### src/rtl/alu_seq.sv
// alu_seq: sequential ALU with a start/busy/done handshake.
// Single-cycle ops: add, xor, sub, popcount, illegal-opcode reporting.
// Multi-cycle ops: shift-add multiply (WIDTH steps) and, when the macro
// ALU_SEQ_DIV_EN is defined, an unsigned restoring divider (WIDTH steps).
// Without ALU_SEQ_DIV_EN, opcode 100 reports illegal and dz stays 0.
// Every output is a register; no input reaches an output combinationally.
`timescale 1ns/1ps

module alu_seq #(
    parameter int WIDTH = 16
) (
    input  logic             clk,
    input  logic             rst_n,
    input  logic             start,
    input  logic [2:0]       sel,
    input  logic [WIDTH-1:0] a,
    input  logic [WIDTH-1:0] b,
    output logic [WIDTH-1:0] result,
    output logic             done,
    output logic             busy,
    output logic             ovf,
    output logic             dz,
    output logic             err
);

    // Step counter must be able to hold WIDTH-1.
    localparam int CW = $clog2(WIDTH + 1);

    typedef enum logic [1:0] {
        IDLE = 2'd0,
        MUL  = 2'd1,
        DIV  = 2'd2
    } state_t;

    state_t               state_r;
    logic [CW-1:0]        cnt_r;
    logic [WIDTH-1:0]     opa_r;   // multiplicand, or dividend/quotient shift register
    logic [WIDTH-1:0]     opb_r;   // multiplier (shifted right), or divisor
    logic [2*WIDTH-1:0]   acc_r;   // product accumulator; low half is the remainder in DIV

    // Single-cycle result path
    logic [WIDTH-1:0]     sc_result_s;
    logic                 sc_ovf_s;
    logic                 sc_dz_s;
    logic                 sc_err_s;
    logic                 sc_multi_s;

    // Multiply step
    logic [WIDTH-1:0]     mul_addend_s;
    logic [WIDTH:0]       mul_sum_s;
    logic [2*WIDTH-1:0]   mul_acc_s;

    // Number of ones in v, zero-extended to WIDTH bits.
    function automatic logic [WIDTH-1:0] popcount(input logic [WIDTH-1:0] v);
        logic [WIDTH-1:0] n;
        n = '0;
        for (int i = 0; i < WIDTH; i++) begin
            n = n + {{(WIDTH-1){1'b0}}, v[i]};
        end
        return n;
    endfunction

    // Decode the opcode and compute every single-cycle outcome from live inputs.
    always_comb begin
        sc_result_s = '0;
        sc_ovf_s    = 1'b0;
        sc_dz_s     = 1'b0;
        sc_err_s    = 1'b0;
        sc_multi_s  = 1'b0;
        case (sel)
            3'b000: {sc_ovf_s, sc_result_s} = {1'b0, a} + {1'b0, b};
            3'b001: sc_result_s = a ^ b;
            3'b010: begin
                sc_result_s = a - b;
                sc_ovf_s    = (a < b);
            end
            3'b011: sc_multi_s = 1'b1;
            3'b100: begin
`ifdef ALU_SEQ_DIV_EN
                if (b == '0) begin
                    sc_result_s = '1;
                    sc_dz_s     = 1'b1;
                end else begin
                    sc_multi_s  = 1'b1;
                end
`else
                sc_err_s = 1'b1;
`endif
            end
            3'b101: sc_result_s = popcount(b);
            default: sc_err_s = 1'b1;
        endcase
    end

    // One shift-add step: add the multiplicand into the high half, then shift right.
    always_comb begin
        if (opb_r[0]) begin
            mul_addend_s = opa_r;
        end else begin
            mul_addend_s = '0;
        end
        mul_sum_s = {1'b0, acc_r[2*WIDTH-1:WIDTH]} + {1'b0, mul_addend_s};
        mul_acc_s = {mul_sum_s, acc_r[WIDTH-1:1]};
    end

`ifdef ALU_SEQ_DIV_EN
    logic [WIDTH:0]       div_shift_s;
    logic [WIDTH:0]       div_diff_s;
    logic                 div_qbit_s;
    logic [WIDTH-1:0]     div_rem_s;
    logic [WIDTH-1:0]     div_quo_s;

    // One restoring step: shift in the next dividend bit and subtract if it fits.
    always_comb begin
        div_shift_s = {acc_r[WIDTH-1:0], opa_r[WIDTH-1]};
        if (div_shift_s >= {1'b0, opb_r}) begin
            div_qbit_s = 1'b1;
            div_diff_s = div_shift_s - {1'b0, opb_r};
        end else begin
            div_qbit_s = 1'b0;
            div_diff_s = div_shift_s;
        end
        div_rem_s = div_diff_s[WIDTH-1:0];
        div_quo_s = {opa_r[WIDTH-2:0], div_qbit_s};
    end
`endif

    // Control FSM, operand latches, iterative datapath and registered outputs.
    always_ff @(posedge clk or negedge rst_n) begin
        if (!rst_n) begin
            state_r <= IDLE;
            cnt_r   <= '0;
            opa_r   <= '0;
            opb_r   <= '0;
            acc_r   <= '0;
            result  <= '0;
            done    <= 1'b0;
            busy    <= 1'b0;
            ovf     <= 1'b0;
            dz      <= 1'b0;
            err     <= 1'b0;
        end else begin
            done <= 1'b0;
            case (state_r)
                IDLE: begin
                    if (start) begin
                        if (sc_multi_s) begin
                            opa_r   <= a;
                            opb_r   <= b;
                            acc_r   <= '0;
                            cnt_r   <= '0;
                            busy    <= 1'b1;
                            state_r <= (sel == 3'b011) ? MUL : DIV;
                        end else begin
                            result <= sc_result_s;
                            ovf    <= sc_ovf_s;
                            dz     <= sc_dz_s;
                            err    <= sc_err_s;
                            done   <= 1'b1;
                        end
                    end
                end
                MUL: begin
                    acc_r <= mul_acc_s;
                    opb_r <= opb_r >> 1;
                    cnt_r <= cnt_r + CW'(1);
                    if (cnt_r == CW'(WIDTH - 1)) begin
                        result  <= mul_acc_s[WIDTH-1:0];
                        ovf     <= |mul_acc_s[2*WIDTH-1:WIDTH];
                        dz      <= 1'b0;
                        err     <= 1'b0;
                        done    <= 1'b1;
                        busy    <= 1'b0;
                        cnt_r   <= '0;
                        state_r <= IDLE;
                    end
                end
                DIV: begin
`ifdef ALU_SEQ_DIV_EN
                    acc_r <= {{WIDTH{1'b0}}, div_rem_s};
                    opa_r <= div_quo_s;
                    cnt_r <= cnt_r + CW'(1);
                    if (cnt_r == CW'(WIDTH - 1)) begin
                        result  <= div_quo_s;
                        ovf     <= 1'b0;
                        dz      <= 1'b0;
                        err     <= 1'b0;
                        done    <= 1'b1;
                        busy    <= 1'b0;
                        cnt_r   <= '0;
                        state_r <= IDLE;
                    end
`else
                    busy    <= 1'b0;
                    state_r <= IDLE;
`endif
                end
                default: begin
                    busy    <= 1'b0;
                    cnt_r   <= '0;
                    state_r <= IDLE;
                end
            endcase
        end
    end

endmodule

### config.mk
export PLATFORM = sky130hd
export DESIGN_NAME = alu_seq
export DESIGN_NICKNAME = d
export VERILOG_FILES = /design/src/rtl/alu_seq.sv
export SDC_FILE = /design/constraint.sdc
export NUM_CORES = 1
export LEC_CHECK = 0
export ABC_AREA = 1
export CORE_ASPECT_RATIO = 1.2
export CORE_UTILIZATION = 45
export DETAILED_ROUTE_END_ITERATION = 6
export GPL_ROUTABILITY_DRIVEN = 1
export GPL_TIMING_DRIVEN = 0
export PLACE_DENSITY = 0.77
export REMOVE_ABC_BUFFERS = 1
export SKIP_CTS_REPAIR_TIMING = 1
export SLEW_MARGIN = 20
export SYNTH_ARGS = -nofsm -noshare
export SYNTH_HDL_FRONTEND = slang
export SYNTH_SLANG_ARGS = --single-unit
### constraint.sdc
create_clock -name clk -period 2.4 [get_ports clk]
set_clock_uncertainty 0.15 [all_clocks]
set_input_delay 0.36 -clock clk [delete_from_list [all_inputs] [get_ports clk]]
set_output_delay 0.36 -clock clk [all_outputs]
set_load 0.03 [all_outputs]
==> impl_metrics.json <==
{
  "ys_types": 50,
  "hold_ws_ps": 139,
  "fp-row-count": 51,
  "yosysWarningCount": 0,
  "worstHoldStart": "b[15]",
  "p_leak_nw": 4.43,
  "route.detailed.drc": 0,
  "path_delay_family": "adder cells",
  "p_total_mw": 7.30,
  "ctsLongestPathBuffers": 2,
  "cts_num_sinks": 90,
  "grt_pass1_wl_um": 32100,
  "crit_type": "in2reg",
  "hpwl_um": 15300,
  "synthesis.area_mm2": 0.00741,
  "final_max_slew_viol_count": 0,
  "place_inst": 1288,
  "status": "finished with violations",
  "firstDrtPassIters": 5,
  "area_delta_synth_final_pct": 22.4,
  "critPathLaunch": "b[10]",
  "io_pins": 59,
  "synth-edff-count": 0,
  "diodes": 0,
  "grt_overflow": 0,
  "ys_seq_elements": 90,
  "grt_pass1_vias": 6742,
  "cap_violations": 0,
  "hp-class": "in2reg",
  "critical_path.max_fanout": 3,
  "synth-main-ff-cell": "dfrtp_1",
  "cts_buffers": 9,
  "routed_wirelength_um": 20900,
  "vias_per_cell": 5.39,
  "irDropWorstVdd_uv": 399,
  "required_ps": 2490,
  "path_cells": "clkdlybuf4s50_1, inv_1, fa_2, fa_2, fa_1, inv_2, ha_4, fa_2, nand2_2, inv_2, o211ai_1, o21ai_1, o21ai_1, a21oi_1",
  "cts_tree": "built",
  "rsz0062_at_grt": "true",
  "period_needed_ps": 3740,
  "cp-end-kind": "flip-flop",
  "vias": 7126,
  "die_w_um": 119,
  "critPathMaxStageDelay_ps": 580,
  "max_slew_margin_pct": 58.6,
  "core_mm2": 0.0161,
  "cp_slowest_cell": "fa_2",
  "nets": 1209,
  "yosysSeqAreaShare_pct": 30.4,
  "startpoint_type": "input port",
  "hold_viol_final": 0,
  "clock-root-buffer": "clkbuf_16",
  "finalCritPeriodShare_pct": 156,
  "start_util_pct": 45.9,
  "layout_commonest_cell": "nand2_1",
  "antenna_found_initial": 0,
  "fin_cells": 1321,
  "violations": "negative setup slack",
  "grt.total_usage_pct": 23.8,
  "r2r-start": "opb_r[0]$_DFFE_PN0P_",
  "cts-htree-levels": 3,
  "cp_num_buf_inv": 4,
  "power_density_mw_per_mm2": 804,
  "clkLatencyLatePin_ps": 360,
  "dieArea_mm2": 0.0170,
  "fmax_ghz": 0.268,
  "final_util_pct": 56.2,
  "final_cell_mix": "nand2_1, inv_1, dfrtp_1",
  "gp_congestion": 0.916,
  "synth_area_per_cell_um2": 7.06,
  "worst_slack_ps": -1340,
  "final-setup-viol-count": 7,
  "die_h_um": 143,
  "postRouteAntennaNets": 0,
  "worst-slew-pin-transition_ps": 620,
  "layout-drive-gt1-share_pct": 18.0,
  "crit_top_cell": "fa_2",
  "port_buffers": 57,
  "async_reset_ff_share_pct": 100,
  "grt_max_degree": 53,
  "netlist_instances": 1050,
  "clk_pin_slew_ps": 70,
  "drt_iter0_drc": 347,
  "cp.arrival_ps": 3820,
  "wl_per_cell_um": 15.8
}
==> per-layer routing <==
layer / track usage, % / up-vias / wire (µm)
met5: 0 / - / 0
met4: 10.1 / 0 / 733
met3: 2.60 / 49 / 623
met2: 43.9 / 172 / 11000
met1: 28.0 / 3398 / 8610
li1: - / 3507 / -
==> power by group <==
group	internal (mW)	switching (mW)
logic	1.54	2.16
clock network	0.742	0.659
registers	1.92	0.275
==> registers in the layout, summed over array words and instances (netlist names) <==
name	flops
acc_r	31
busy	1
cnt_r	5
done	1
err	1
opa_r	16
opb_r	16
ovf	1
result	16
state_r	2
==> worst min-delay path, delay by kind of cell <==
| family | cells | cell delay, ps |
|---|---|---|
| compound gates | 1 | 80 |
| buf+inv | 2 | 160 |
==> cell usage after synthesis, types with 7 or more instances <==
cell	number	area share (%)
buf_2	8	0.54
o211ai_1	18	1.8
mux2_2	8	1.2
nand2_2	10	0.84
mux2_1	7	1.1
clkbuf_1	11	0.56
inv_1	167	8.5
nor2_1	71	3.6
ha_1	54	9.1
o21ai_1	8	0.54
buf_4	12	1.2
nand4_1	8	0.68
nand3_1	91	6.1
nand2_1	270	14
o22ai_1	14	1.2
o21ai_0	48	3.2
fa_1	13	3.5
a21oi_1	69	4.7
dfrtp_1	90	30
==> per-stage QoR <==
step                cell area [µm²]  setup TNS (ps)  worst slack, ps
CTS                            8410          -35580            -1860
global placement               8050         -321520            -2520
finish                         9080           -6070            -1340
detailed placement             8130          -58080            -2260
floorplan                      7220          -23420            -1360
global route                   9080           -8320            -1440
==> logic make-up after synthesis <==
logic type,share of synthesized area (%)
AND/OR/NAND/NOR,28.4
adder cells (fa/ha/maj),12.6
other,0.0506
flip-flops,30.4
buffers and inverters,11.5
multiplexers,2.28
XOR/XNOR,0.236
AO/OA/AOI/OAI,14.6
==> path summary, 6_finish.rpt <==
path / to / slack [ps] / cells past startpoint
worst max-delay path: result[4]$_DFFE_PN0P_ / -1340 / 14
min in group asynchronous: opa_r[2]$_DFFE_PN0P_ / 320 / 2
worst min-delay path: opb_r[15]$_DFFE_PN0P_ / 140 / 3
worst min register to register: opa_r[12]$_DFFE_PN0P_ / 340 / 1
max in group asynchronous: result[13]$_DFFE_PN0P_ / 1190 / 3
worst max register to register: ovf$_DFFE_PN0P_ / -190 / 12
==> layout make-up <==
type | instances | area [µm²]
Fill cell | 1466 | 7070
Multi-Input combinational cell | 754 | 4830
Sequential cell | 90 | 2250
Timing Repair Buffer | 76 | 787
Inverter | 173 | 657
Tap cell | 212 | 265
Clock buffer | 10 | 239
Clock inverter | 6 | 47.5
Power figures use the tool's default switching activity.
